==> src/rtl/draw_pkg.sv <==
// Shared state types, colour table and message ROM for draw_seq.
// Build with DRAW_GRADIENT_EN defined to append a position-dependent gradient colour.
package draw_pkg;

   typedef enum logic {FILL, DONE} raster_st_e;
   typedef enum logic [1:0] {IDLE, ERASE, WRITE} text_st_e;

   localparam logic [7:0] SPACE = 8'h20;
   localparam int IDX_W = 3;

`ifdef DRAW_GRADIENT_EN
   localparam int N_COLOURS = 7;
`else
   localparam int N_COLOURS = 6;
`endif
   localparam int GRAD_IDX = 6;

   // {r,g,b} channel-on flags; a set flag drives that channel to full scale.
   localparam logic [2:0] C_WHITE   = 3'b111;
   localparam logic [2:0] C_CYAN    = 3'b011;
   localparam logic [2:0] C_RED     = 3'b100;
   localparam logic [2:0] C_MAGENTA = 3'b101;
   localparam logic [2:0] C_GREEN   = 3'b010;
   localparam logic [2:0] C_YELLOW  = 3'b110;

   function automatic logic [2:0] colour_flags(input logic [IDX_W-1:0] idx);
      case (idx)
         3'd0:    return C_WHITE;
         3'd1:    return C_CYAN;
         3'd2:    return C_RED;
         3'd3:    return C_MAGENTA;
         3'd4:    return C_GREEN;
         3'd5:    return C_YELLOW;
         default: return 3'b000;
      endcase
   endfunction

   // Character 0 is the leftmost character of each string.
   localparam int MSG_ROM_LEN = 32;
   localparam logic [8*MSG_ROM_LEN-1:0] MSG0 = "HELLO, WORLD! DRAW_SEQ TEXT DEMO";
   localparam logic [8*MSG_ROM_LEN-1:0] MSG1 = "VGA FRAMEBUFFER ENGINE BANK ONE!";

   function automatic logic [7:0] msg_char(input logic bank, input int unsigned i);
      int unsigned k;
      k = i % MSG_ROM_LEN;
      return bank ? MSG1[8*(MSG_ROM_LEN-1-k) +: 8] : MSG0[8*(MSG_ROM_LEN-1-k) +: 8];
   endfunction

endpackage

==> src/rtl/key_edge.sv <==
// Two-flop synchroniser for an active-low key with a one-cycle falling-edge pulse.
// Flops reset to "released" so a key held through reset never produces an edge.
module key_edge (
   input  logic CLK,
   input  logic NRST,
   input  logic key_n,
   output logic pressed,
   output logic fall
);

   logic meta_q, meta_d;
   logic sync_q, sync_d;
   logic prev_q, prev_d;

   always_comb begin
      meta_d = key_n;
      sync_d = meta_q;
      prev_d = sync_q;
   end

   always_ff @(posedge CLK) begin
      if (!NRST) begin
         meta_q <= 1'b1;
         sync_q <= 1'b1;
         prev_q <= 1'b1;
      end else begin
         meta_q <= meta_d;
         sync_q <= sync_d;
         prev_q <= prev_d;
      end
   end

   assign pressed = ~sync_q;
   assign fall    = prev_q & ~sync_q;

endmodule

==> src/rtl/draw_seq.sv <==
// Raster colour-fill engine and banked text-placement engine driven from board keys/switches.
// Defining DRAW_GRADIENT_EN adds a seventh, gradient entry to the raster colour table.
module draw_seq
   import draw_pkg::*;
#(
   parameter int XW      = 8,
   parameter int YW      = 8,
   parameter int CW      = 3,
   parameter int DWELL_W = 24,
   parameter int CXW     = 5,
   parameter int CYW     = 4,
   parameter int MSG_LEN = 8
) (
   input  logic           CLK,
   input  logic           NRST,
   input  logic [9:0]     SW,
   input  logic [3:0]     KEY,
   output logic [XW-1:0]  X,
   output logic [YW-1:0]  Y,
   output logic [CW-1:0]  R,
   output logic [CW-1:0]  G,
   output logic [CW-1:0]  B,
   output logic           WE,
   output logic [CXW-1:0] CX,
   output logic [CYW-1:0] CY,
   output logic [7:0]     CHAR,
   output logic           CWE
);

   localparam logic [IDX_W-1:0] LAST_IDX = IDX_W'(N_COLOURS - 1);
   localparam logic [CXW-1:0]   LAST_I   = CXW'(MSG_LEN - 1);

   logic restart_edge, pause_lvl, place_edge;
   logic restart_lvl_unused, pause_edge_unused, place_lvl_unused, key3_unused;

   key_edge u_key_restart (.CLK(CLK), .NRST(NRST), .key_n(KEY[0]), .pressed(restart_lvl_unused), .fall(restart_edge));
   key_edge u_key_pause   (.CLK(CLK), .NRST(NRST), .key_n(KEY[1]), .pressed(pause_lvl),          .fall(pause_edge_unused));
   key_edge u_key_place   (.CLK(CLK), .NRST(NRST), .key_n(KEY[2]), .pressed(place_lvl_unused),   .fall(place_edge));
   assign key3_unused = KEY[3];

   // ---------------- raster engine ----------------
   raster_st_e          ras_st_q, ras_st_d;
   logic [IDX_W-1:0]    idx_q, idx_d;
   logic [DWELL_W-1:0]  dwell_q, dwell_d;
   logic [XW+YW-1:0]    addr_q, addr_d;
   logic [XW-1:0]       x_q, x_d;
   logic [YW-1:0]       y_q, y_d;
   logic [3*CW-1:0]     rgb_q, rgb_d;
   logic                we_q, we_d;
   logic [2:0]          flags;
   logic [3*CW-1:0]     rgb_fill;

   always_comb begin
      flags    = colour_flags(idx_q);
      rgb_fill = {{CW{flags[2]}}, {CW{flags[1]}}, {CW{flags[0]}}};
`ifdef DRAW_GRADIENT_EN
      if (idx_q == IDX_W'(GRAD_IDX))
         rgb_fill = {{CW{1'b1}}, addr_q[XW+YW-1 -: CW], addr_q[XW-1 -: CW]};
`endif
   end

   always_comb begin
      ras_st_d = ras_st_q;
      idx_d    = idx_q;
      dwell_d  = dwell_q;
      addr_d   = addr_q;
      x_d      = x_q;
      y_d      = y_q;
      rgb_d    = rgb_q;
      we_d     = 1'b0;
      if (restart_edge) begin
         ras_st_d = FILL;
         idx_d    = '0;
         dwell_d  = '0;
         addr_d   = '0;
         x_d      = '0;
         y_d      = '0;
         rgb_d    = '0;
      end else begin
         unique case (ras_st_q)
            FILL: if (!pause_lvl) begin
               we_d       = 1'b1;
               {y_d, x_d} = addr_q;
               rgb_d      = rgb_fill;
               addr_d     = addr_q + (XW+YW)'(1);
               dwell_d    = dwell_q + DWELL_W'(1);
               if (&dwell_q) begin
                  if (idx_q == LAST_IDX) ras_st_d = DONE;
                  else                   idx_d    = idx_q + IDX_W'(1);
               end
            end
            DONE: begin
               x_d   = '0;
               y_d   = '0;
               rgb_d = '0;
            end
            default: ras_st_d = FILL;
         endcase
      end
   end

   // ---------------- text engine ----------------
   text_st_e          txt_st_q, txt_st_d;
   logic [CXW-1:0]    i_q, i_d;
   logic [CXW-1:0]    new_col_q, new_col_d, prev_col_q, prev_col_d, cx_q, cx_d;
   logic [CYW-1:0]    new_row_q, new_row_d, prev_row_q, prev_row_d, cy_q, cy_d;
   logic              bank_q, bank_d;
   logic [7:0]        char_q, char_d;
   logic              cwe_q, cwe_d;

   // The first erase write is issued on the detection cycle itself, so IDLE emits slot 0.
   always_comb begin
      txt_st_d   = txt_st_q;
      i_d        = i_q;
      new_col_d  = new_col_q;
      new_row_d  = new_row_q;
      bank_d     = bank_q;
      prev_col_d = prev_col_q;
      prev_row_d = prev_row_q;
      cx_d       = cx_q;
      cy_d       = cy_q;
      char_d     = char_q;
      cwe_d      = 1'b0;
      unique case (txt_st_q)
         IDLE: if (place_edge) begin
            new_col_d = CXW'(SW[8:4]);
            new_row_d = CYW'(SW[3:0]);
            bank_d    = SW[9];
            cwe_d     = 1'b1;
            cx_d      = prev_col_q;
            cy_d      = prev_row_q;
            char_d    = SPACE;
            if (MSG_LEN == 1) begin
               txt_st_d = WRITE;
               i_d      = '0;
            end else begin
               txt_st_d = ERASE;
               i_d      = CXW'(1);
            end
         end
         ERASE: begin
            cwe_d  = 1'b1;
            cx_d   = prev_col_q + i_q;
            cy_d   = prev_row_q;
            char_d = SPACE;
            if (i_q == LAST_I) begin
               txt_st_d = WRITE;
               i_d      = '0;
            end else begin
               i_d = i_q + CXW'(1);
            end
         end
         WRITE: begin
            cwe_d  = 1'b1;
            cx_d   = new_col_q + i_q;
            cy_d   = new_row_q;
            char_d = msg_char(bank_q, 32'(i_q));
            if (i_q == LAST_I) begin
               txt_st_d   = IDLE;
               i_d        = '0;
               prev_col_d = new_col_q;
               prev_row_d = new_row_q;
            end else begin
               i_d = i_q + CXW'(1);
            end
         end
         default: txt_st_d = IDLE;
      endcase
   end

   always_ff @(posedge CLK) begin
      if (!NRST) begin
         ras_st_q   <= FILL;
         idx_q      <= '0;
         dwell_q    <= '0;
         addr_q     <= '0;
         x_q        <= '0;
         y_q        <= '0;
         rgb_q      <= '0;
         we_q       <= 1'b0;
         txt_st_q   <= IDLE;
         i_q        <= '0;
         new_col_q  <= '0;
         new_row_q  <= '0;
         bank_q     <= 1'b0;
         prev_col_q <= '0;
         prev_row_q <= '0;
         cx_q       <= '0;
         cy_q       <= '0;
         char_q     <= '0;
         cwe_q      <= 1'b0;
      end else begin
         ras_st_q   <= ras_st_d;
         idx_q      <= idx_d;
         dwell_q    <= dwell_d;
         addr_q     <= addr_d;
         x_q        <= x_d;
         y_q        <= y_d;
         rgb_q      <= rgb_d;
         we_q       <= we_d;
         txt_st_q   <= txt_st_d;
         i_q        <= i_d;
         new_col_q  <= new_col_d;
         new_row_q  <= new_row_d;
         bank_q     <= bank_d;
         prev_col_q <= prev_col_d;
         prev_row_q <= prev_row_d;
         cx_q       <= cx_d;
         cy_q       <= cy_d;
         char_q     <= char_d;
         cwe_q      <= cwe_d;
      end
   end

   assign X         = x_q;
   assign Y         = y_q;
   assign {R, G, B} = rgb_q;
   assign WE        = we_q;
   assign CX        = cx_q;
   assign CY        = cy_q;
   assign CHAR      = char_q;
   assign CWE       = cwe_q;

endmodule
==> config.mk <==
export PLATFORM = sky130hd
export DESIGN_NAME = draw_seq
export DESIGN_NICKNAME = d
export VERILOG_FILES = /design/src/rtl/draw_pkg.sv /design/src/rtl/key_edge.sv /design/src/rtl/draw_seq.sv
export SDC_FILE = /design/constraint.sdc
export NUM_CORES = 1
export LEC_CHECK = 0
export CAP_MARGIN = 10
export CORE_MARGIN = 2
export CORE_UTILIZATION = 52
export CTS_CLUSTER_DIAMETER = 80
export DETAILED_ROUTE_END_ITERATION = 10
export GPL_TIMING_DRIVEN = 0
export PLACE_DENSITY = 0.78
export SLEW_MARGIN = 20
export SYNTH_ARGS = -nofsm -noshare
export SYNTH_HDL_FRONTEND = slang
export SYNTH_SLANG_ARGS = --single-unit
==> constraint.sdc <==
create_clock -name CLK -period 2.8 [get_ports CLK]
set_input_delay 0.28 -clock CLK [delete_from_list [all_inputs] [get_ports CLK]]
set_output_delay 0.28 -clock CLK [all_outputs]
set_load 0.03 [all_outputs]
==> results of run 1 <==
## synthesized netlist by cell type, types with 14 or more instances
library cell	instances	area (um2)
nand2_1	71	266.5
xor2_1	18	157.7
xnor2_1	19	166.4
dfxtp_1	115	2302
nor2_1	61	229.0
a22o_1	19	166.4
inv_1	20	75.07
buf_2	16	80.08
mux2i_1	16	160.2
nor3_1	14	70.07
o21ai_0	22	110.1
ha_1	28	350.3
a21oi_1	48	240.2
nand3_1	38	190.2
clkbuf_1	18	67.56
## metrics by stage
stage,util,cells
after floorplan,-,661
after global placement,0.6027,858
after detailed placement,0.6027,858
after CTS,0.6627,890
after global routing,0.6659,894
final,0.6659,894
## kinds of logic after synthesis
family / Yosys count / synth area share
and+or+nand+nor: 250 / 0.2222
AOI/OAI and AO/OA: 136 / 0.1546
DFF: 115 / 0.3961
buffers and inverters: 68 / 0.05447
xor gates and xnor gates: 37 / 0.05576
adders and majority gates: 30 / 0.06545
muxes: 24 / 0.05081
other: 1 / 0.0006452
## area by class of cell
class / count / area (um2)
clock buffer: 18 / 427.9
inverter: 22 / 82.58
buffer: 46 / 262.8
timing repair buffer: 61 / 600.6
sequential: 115 / 2307
multi-input combinational: 478 / 3217
tap: 140 / 175.2
fill: 886 / 3637
clock inverter: 14 / 177.7
## final timing paths
path	depth (start not counted)	slack, ps	endpoint	from
worst min register to register	1	410	u_key_pause.prev_d	u_key_pause.meta_q
worst max-delay path	12	70	CX[4]	txt_st_q[0]
worst max register to register	12	70	CX[4]	txt_st_q[0]
worst min-delay path	3	290	bank_q	SW[9]
## worst max-delay path, delay by kind of cell, from the launching register on
kind | cells | cell delay, ps
AO/OA/AOI/OAI | 3 | 610
adder cells (fa/ha/maj) | 3 | 720
flip-flops | 1 | 360
AND/OR/NAND/NOR | 1 | 70
multiplexers | 2 | 550
buffers and inverters | 3 | 340
## report_power, final
part | leakage (nW) | internal [mW] | total (mW) | switching (mW)
combinational | 1.51 | 0.152 | 0.375 | 0.223
clock | 0.284 | 1.39 | 2.22 | 0.830
sequential | 0.934 | 1.68 | 1.72 | 0.0384
total | 2.72 | 3.22 | 4.31 | 1.09
## registers in the layout, indices dropped and copies added, names as in the netlist, 2 cells and up
signal,flops
CHAR,7
addr_q,16
idx_q,3
rgb_q,3
Y,8
CX,5
txt_st_q,2
CY,4
dwell_q,24
X,8
prev_col_q,5
new_col_q,5
prev_row_q,4
i_q,5
new_row_q,4
## metal layers
layer	up-vias	routed length (um)
met5	-	0
met4	0	332
met3	35	850
met2	175	7214
met1	2421	6161
li1	2490	-
## timing repair
item	CTS	global route
gates cloned	0	0
gates resized for setup	11	2
setup buffers	0	4
pin swaps	1	4
endpoints found under the hold margin	0	0
endpoints found under the setup margin	1	2
==> summary.md, run 1 <==
| Metric | Value |
|---|---|
| GRT overflow | `0` |
| # port buffers | `57` |
| Worst-path fanout max | `6` |
| Leak | `2.725 nW` |
| Num CTS Buffers | `17` |
| Highest-delay cell along the critical path | `dfxtp_4` |
| I/O pin cnt | `60` |
| Core area | `about 11000 um2` |
| Most common cell after layout, fill and taps aside | `dfxtp_1` |
| Power consumption | `around 4.3 mW` |
| Avg Inst Size Synth | `8.792 um2` |
| Hold Slack | `roughly 290 ps` |
| Total Wirelength | `between 10 and 15 mm` |
| Required @ worst endpoint | `between 3000 and 4000 ps` |
| Commonest cells after routing, fill and taps aside | `dfxtp_1, nand2_1, nor2_1` |
| Pre-Repair DR Iteration Count | `5` |
| DR vias | `5121` |
| Final Hold Viols | `0` |
| Setup TNS | `0 ps` |
| H-Tree Depth | `4` |
| Met3 Usage GRT | `0.06876` |
| Setup CP Type | `register to register` |
| CTS sink count | `about 120` |
| Most Crowded Layer GR | `met2` |
| Cells along the critical path | `inv_1, ha_1, buf_6, clkbuf_16, mux2_2, ha_2, fa_2, a21o_1, a21oi_4, mux2i_1, nor4_1, a211oi_1` |
| Clock Pin Slew Worst Setup and Hold Paths | `60 ps` |
| Seq/Total Area, Yosys | `0.3961` |
| Yosys warnings | `0` |
| Post-Syn Nets | `roughly 710` |
| Pre-CTS WS | `-308.4 ps` |
| Worst min path class | `primary input to register` |
| Largest net degree at the start of global routing | `17` |
| Mean number of vias per cell | `5.728` |
| Worst clock skew | `~8 ps` |
| Post-synth ARST share | `0` |
| Nets | `between 700 and 800` |
| DP HPWL | `~9.9 mm` |
| CTS tree | `yes` |
| Cells after synthesis | `between 600 and 700` |
| Headroom to the max-slew limit | `0.6115` |
| Top FF cell, synth | `dfxtp_1` |
| Fin crit share | `0.9762` |
| Worst slew pin tran | `just under 600 ps` |
| Slew Limit Fails | `0` |
| Row Count | `38` |
| Pwr Density | `594.6 nW/um2` |
| Area of the mapped netlist | `5812 um2` |
| Final worst slack | `roughly 67 ps` |
| Max VDD drop | `0.5553 mV` |
| Placed Instance Area | `~6600 um2` |
| Hold_buf cts | `0` |
| Die area | `12040 um2` |
| Run status | `finished, final reports clean` |
| Gpl congestion | `between 0.8 and 0.9` |
| Clk root buf | `clkbuf_8` |
| CTS Buffer Depth | `2` |
| Initial DRC count | `about 320` |
| Layout area overhead | `24.76%` |
| Die Ht | `~110 um` |
| Diode count | `0` |
| WP data arrival | `3180 ps` |
| Drt drc | `0` |
| Critical path endpoint category | `register` |
| Met2 Use GR | `0.4228` |
| Max Cap Viol | `0` |
| Routed Antenna Nets | `0` |
| Met1 usage | `0.2971` |
| Die width | `about 110 um` |
| EDFF count, synth | `0` |
| Type of origin of the critical path | `register` |
| RSZ-0062 raised after global routing | `yes` |
| Fmax | `between 300 and 400 MHz` |
| Starting Density | `0.5338` |
| Fraction of layout instances using a drive strength above 1 | `0.1340` |
| Worst skew pair latency | `540 ps` |
| Total GRT Usage | `0.2491` |
| Final Setup Violations | `0` |
| Max incr delay on CP | `roughly 360 ps` |
| Synth cell types | `between 60 and 70` |
| Vias in the first global route | `4902` |
| First-pass GRT wire length | `23.36 mm` |
| Initial antenna violation count | `0` |
| Yosys reg bits | `~120` |
| Avg WL per Cell | `~16 um` |
| Design area | `~7300 um2` |
| Period minus WS final | `2733 ps` |
(Power assumes the default switching activity.)
==> run 2: changes to the inputs <==
--- a/config.mk
+++ b/config.mk
@@ -12,7 +12,6 @@
 export DETAILED_ROUTE_END_ITERATION = 10
 export GPL_TIMING_DRIVEN = 0
 export PLACE_DENSITY = 0.78
-export SLEW_MARGIN = 20
 export SYNTH_ARGS = -nofsm -noshare
 export SYNTH_HDL_FRONTEND = slang
 export SYNTH_SLANG_ARGS = --single-unit
==> results of run 2 <==
No change in the layout: final DEF, timing and power equal those of run 1.
==> run 3: changes to the inputs <==
--- a/config.mk
+++ b/config.mk
@@ -5,7 +5,7 @@
 export SDC_FILE = /design/constraint.sdc
 export NUM_CORES = 1
 export LEC_CHECK = 0
-export CAP_MARGIN = 10
+export CAP_MARGIN = 0
 export CORE_MARGIN = 2
 export CORE_UTILIZATION = 52
 export CTS_CLUSTER_DIAMETER = 80
==> results of run 3 <==
No change in the layout: final DEF, timing and power equal those of run 1.
